--- config.mk ---
export PLATFORM = sky130hd
export DESIGN_NAME = sp_arbiter
export DESIGN_NICKNAME = d
export VERILOG_FILES = /design/src/rtl/sp_arbiter.sv
export SDC_FILE = /design/constraint.sdc
export NUM_CORES = 1
export LEC_CHECK = 0
export BUFFER_PORTS_ARGS = -buffer_cell sky130_fd_sc_hd__buf_2
export CAP_MARGIN = 10
export CORE_MARGIN = 5
export CORE_UTILIZATION = 47
export DETAILED_ROUTE_END_ITERATION = 8
export PLACE_DENSITY = 0.8
export SLEW_MARGIN = 0
export SYNTH_ARGS = -nofsm -noshare
export SYNTH_HDL_FRONTEND = slang
export SYNTH_SLANG_ARGS = --single-unit
export TNS_END_PERCENT = 5
--- constraint.sdc ---
create_clock -name clk_i -period 3.8 [get_ports clk_i]
set_input_delay 0 -clock clk_i [delete_from_list [all_inputs] [get_ports clk_i]]
set_output_delay 0 -clock clk_i [all_outputs]
set_load 0.05 [all_outputs]
--- src/rtl/sp_arbiter.sv ---
// Arbitrates between a result-matrix writer and a bus reader for one scratchpad port.
// Round-robin on contention; out-of-range requests are answered with an error pulse.
module sp_arbiter #(
    parameter  int SP_NTARGETS = 4,
    parameter  int DATA_WIDTH  = 32,
    parameter  int BUS_WIDTH   = 64,
    parameter  int ADDR_WIDTH  = 32,
    localparam int MAX_DIM     = BUS_WIDTH / DATA_WIDTH,
    localparam int DEPTH       = SP_NTARGETS * MAX_DIM * MAX_DIM,
    localparam int SPN_W       = $clog2(MAX_DIM) + 1
) (
    input  logic                    clk_i,
    input  logic                    rst_i,
    input  logic                    wr_req_i,
    input  logic [SPN_W-1:0]        wr_sp_i,
    output logic                    wr_ack_o,
    input  logic                    rd_req_i,
    input  logic [ADDR_WIDTH-1:0]   rd_addr_i,
    output logic                    rd_valid_o,
    output logic [2*DATA_WIDTH-1:0] rd_data_o,
    output logic                    err_o,
    output logic                    sp_we_o,
    output logic [SPN_W-1:0]        sp_number_o,
    output logic [ADDR_WIDTH-1:0]   sp_address_o,
    input  logic [2*DATA_WIDTH-1:0] sp_data_i,
    output logic                    busy_o
);

    typedef enum logic [1:0] {IDLE, WRITE, READ, RESP} state_t;

    state_t                  state_q, state_d;
    logic                    rd_prio_q, rd_prio_d;
    logic [SPN_W-1:0]        wr_sp_q;
    logic [ADDR_WIDTH-1:0]   rd_addr_q;
    logic                    wr_rej_q;
    logic                    rd_err_q;
    logic [2*DATA_WIDTH-1:0] rd_data_q;
    logic                    grant_wr, grant_rd, wr_bad, rd_bad;

    assign wr_bad = 32'(wr_sp_i) >= SP_NTARGETS;
    assign rd_bad = rd_addr_i >= ADDR_WIDTH'(DEPTH);

    // A rejected write borrows the RESP cycle (flagged by wr_rej_q) so the
    // requester sees its ack one cycle after sampling, just like a real write.
    always_comb begin
        state_d   = state_q;
        rd_prio_d = rd_prio_q;
        grant_wr  = 1'b0;
        grant_rd  = 1'b0;
        case (state_q)
            IDLE: begin
                grant_wr = wr_req_i && (!rd_req_i || !rd_prio_q);
                grant_rd = rd_req_i && !grant_wr;
                if (grant_wr) begin
                    state_d   = wr_bad ? RESP : WRITE;
                    rd_prio_d = 1'b1;
                end else if (grant_rd) begin
                    state_d   = rd_bad ? RESP : READ;
                    rd_prio_d = 1'b0;
                end
            end
            WRITE:   state_d = IDLE;
            READ:    state_d = RESP;
            RESP:    state_d = IDLE;
            default: state_d = IDLE;
        endcase
    end

    always_ff @(posedge clk_i or posedge rst_i) begin
        if (rst_i) begin
            state_q   <= IDLE;
            rd_prio_q <= 1'b0;
            wr_sp_q   <= '0;
            rd_addr_q <= '0;
            wr_rej_q  <= 1'b0;
            rd_err_q  <= 1'b0;
            rd_data_q <= '0;
        end else begin
            state_q   <= state_d;
            rd_prio_q <= rd_prio_d;
            if (grant_wr) begin
                wr_sp_q  <= wr_sp_i;
                wr_rej_q <= wr_bad;
                rd_err_q <= 1'b0;
            end
            if (grant_rd) begin
                rd_addr_q <= rd_addr_i;
                rd_err_q  <= rd_bad;
                wr_rej_q  <= 1'b0;
                if (rd_bad)
                    rd_data_q <= '0;
            end
            if (state_q == READ)
                rd_data_q <= sp_data_i;
        end
    end

    always_comb begin
        sp_we_o      = (state_q == WRITE);
        sp_number_o  = (state_q == WRITE) ? wr_sp_q : '0;
        sp_address_o = (state_q == READ) ? rd_addr_q : '0;
        wr_ack_o     = (state_q == WRITE) || (state_q == RESP && wr_rej_q);
        rd_valid_o   = (state_q == RESP) && !wr_rej_q;
        err_o        = (state_q == RESP) && (wr_rej_q || rd_err_q);
        busy_o       = (state_q != IDLE);
        rd_data_o    = rd_data_q;
    end

endmodule
==> metrics <==
status finished, final reports clean; pre-CTS setup slack roughly 1.3 ns; final wirelength between 10 and 15 mm; largest family of logic cells by synthesized area simple AND/OR/NAND/NOR gates; share of layout cells above drive strength 1 0.423; # port buffers ~200; Worst path max stage delay approximately 0.84 ns; initial antenna violation count 0; DRT antenna net count 0; most common cell after layout, fill and taps aside buf_2; crit path kind flop to flop; post-synthesis compound-gate area fraction 0.115; TritonRoute pass-1 iters 4; Synth Area in XOR/XNOR 0; Die H between 100 and 150 um; Fillers about 620; final clock skew around 0.013 ns; # setup viols final 0; Setup TNS 0 ns; Area contributors post-synth dfrtp_1 57%, nand2_1 11%, mux2_2 8.6%; Max Freq between 0.3 and 0.4 GHz; # rows 35; Post-synth EDFFs 0; P per Cell Area 828 nW/um^2; Mapped Avg Cell Area ~11 sq um; clock-pin slew on the worst setup and hold paths roughly 0.10 ns; first-pass GRT wire length between 20 and 25 mm; worst slew pin tran 0.994 ns; area of the mapped netlist around 4500 sq um; WL/cell 16.7 um; area leader, netlist dfrtp_1; DRC Markers 0; Die Wd around 110 um; Worst EP required 3.99 ns; most frequent cells in the layout 204 x buf_2, 129 x nand2_1, 102 x dfrtp_1; largest net degree at the start of global routing 75; Async SR Flop Fraction 1.00; max_cap viols 0; final worst setup slack between 1 and 1.5 ns; dpl hpwl roughly 8.5 mm; Netlist cell types 27; diode count 0; Initial Util 0.484; CTS buffer count 9; H-tree levels 3; Synth Area in Adders 0; register bit total from synthesis about 100; slew margin rel. 0.338; type of element capturing the critical path flop; warnings from Yosys 0; via total after detailed routing ~4,200; core area around 9000 sq um; Layout area overhead 49.7%; io pins just over 200; Cell Chain, Critical Path nor3b_2 > nor2b_2 > buf_4 > o21a_4 > o21ai_0; Final nets around 810; Mapped Nets about 520; Die Footprint 11,600 sq um; CTS Sinks between 100 and 150; Max IR drop VDD between 0.4 and 0.5 mV; Avg Vias per Cell roughly 5; final slew viol count 0; Fin. Hold Viols 0; DP Area between 5000 and 6000 sq um; Max FO, Critical Path 65; sequential share of the synthesized area 0.571; global route total overflow 0; 1st-iter DRT viols approximately 150; Root Driver clkbuf_8; crit path DAT 2.79 ns; worst skew pair latency ~0.36 ns; Post-synth top flop dfrtp_1; Routability Congestion around 0.77; post-CTS sizing 0; maximum clock path buffer count 2; Startpoint Class flop; Synth Area in Simple Gates 0.183; HP Class primary input to flop; LEAKAGE between 3 and 4 nW; Total Power 5.55 mW; slowest library cell on the worst path o21a_4; Post-Layout Inst Area roughly 6700 sq um; post-synth top area share 0.571; Fin Hold WS roughly 0.06 ns; synthesized instance count between 400 and 500; fin crit period 2.60 ns; CTS tree done; RSZ-0062 raised after global routing false; multiplexer share of the synthesized area 0.0856; total track usage 0.246; vias in the first global route around 4,600; Final Cycle Share 0.683
[cells by family after synthesis]
family | Yosys count
AND/OR/NAND/NOR | 182
flip-flops | 102
AO/OA/AOI/OAI | 71
multiplexers | 34
buffers and inverters | 32
[per-stage QoR]
step / util / std cells
2_1_floorplan: - / 421
3_3_place_gp: 0.597 / 729
3_5_place_dp: 0.597 / 729
4_1_cts: 0.724 / 845
5_1_grt: 0.724 / 845
6_report: 0.724 / 845
[sequential cells by signal, indices dropped and copies added, names as in the netlist]
signal / cells
rd_addr_q: 32
wr_sp_q: 2
rd_data_o: 64
rd_prio_q: 1
rd_err_q: 1
state_q: 2
[synth_stat cells, drive strengths merged, types with 2 or more instances]
| master | count |
|---|---|
| inv | 2 |
| a21oi | 2 |
| mux2 | 34 |
| nor4 | 7 |
| and2 | 35 |
| o21ai | 66 |
| dfrtp | 102 |
| nand2b | 2 |
| nand2 | 129 |
| buf | 17 |
| clkbuf | 13 |
| nor2b | 3 |
[path summary, 6_finish.rpt]
path | startpoint | endpoint | slack (ns) | cells after the start
worst max register to register | state_q[0] | rd_data_o[60] | 1.20 | 5
worst min register to register | rd_err_q | rd_err_q | 0.48 | 1
worst min-delay path | rd_req_i | rd_prio_q | 0.06 | 3
min in group asynchronous | rst_i | rd_addr_q[29] | 0.39 | 3
max in group asynchronous | rst_i | rd_data_o[29] | 2.48 | 4
worst max-delay path | state_q[0] | rd_data_o[60] | 1.20 | 5
[layer usage]
metal  wire length, um  global-route usage  vias to the layer above  part of all wire
li1                  -                   -                     1965                 -
met2              7030               0.424                      197              0.50
met3              1130              0.0732                       48             0.080
met1              5490               0.277                     2027              0.39
met5                 0                   0                        -                 0
met4               482               0.117                        0             0.034
[layout make-up]
class	count	area [sq um]	share of cell area
Multi-Input combinational cell	287	1730	0.259
Tap cell	129	161	0.0241
Sequential cell	102	2550	0.381
Clock inverter	4	32.5	0.00486
Clock buffer	12	145	0.0217
Inverter	2	10.0	0.00150
Timing Repair Buffer	309	2060	0.308
[report_power, final]
part | internal (mW) | total, mW | switching, mW
sequential | 1.56 | 1.83 | 0.268
clock | 0.260 | 0.631 | 0.371
combinational | 0.849 | 3.09 | 2.24
[timing repair]
item                      in CTS  in global routing
hold endpoints to repair     172                  0
buffers inserted               0                  0
hold buffers                 100                  0
[worst max-delay path: cells and delay by family (launching register included)]
| family | cells | cell delay [ns] |
|---|---|---|
| AO/OA/AOI/OAI | 2 | 1.10 |
| flip-flops | 1 | 0.48 |
| AND/OR/NAND/NOR | 2 | 0.39 |
| buffers and inverters | 1 | 0.38 |
No activity file was read; power rests on OpenSTA's default activity.
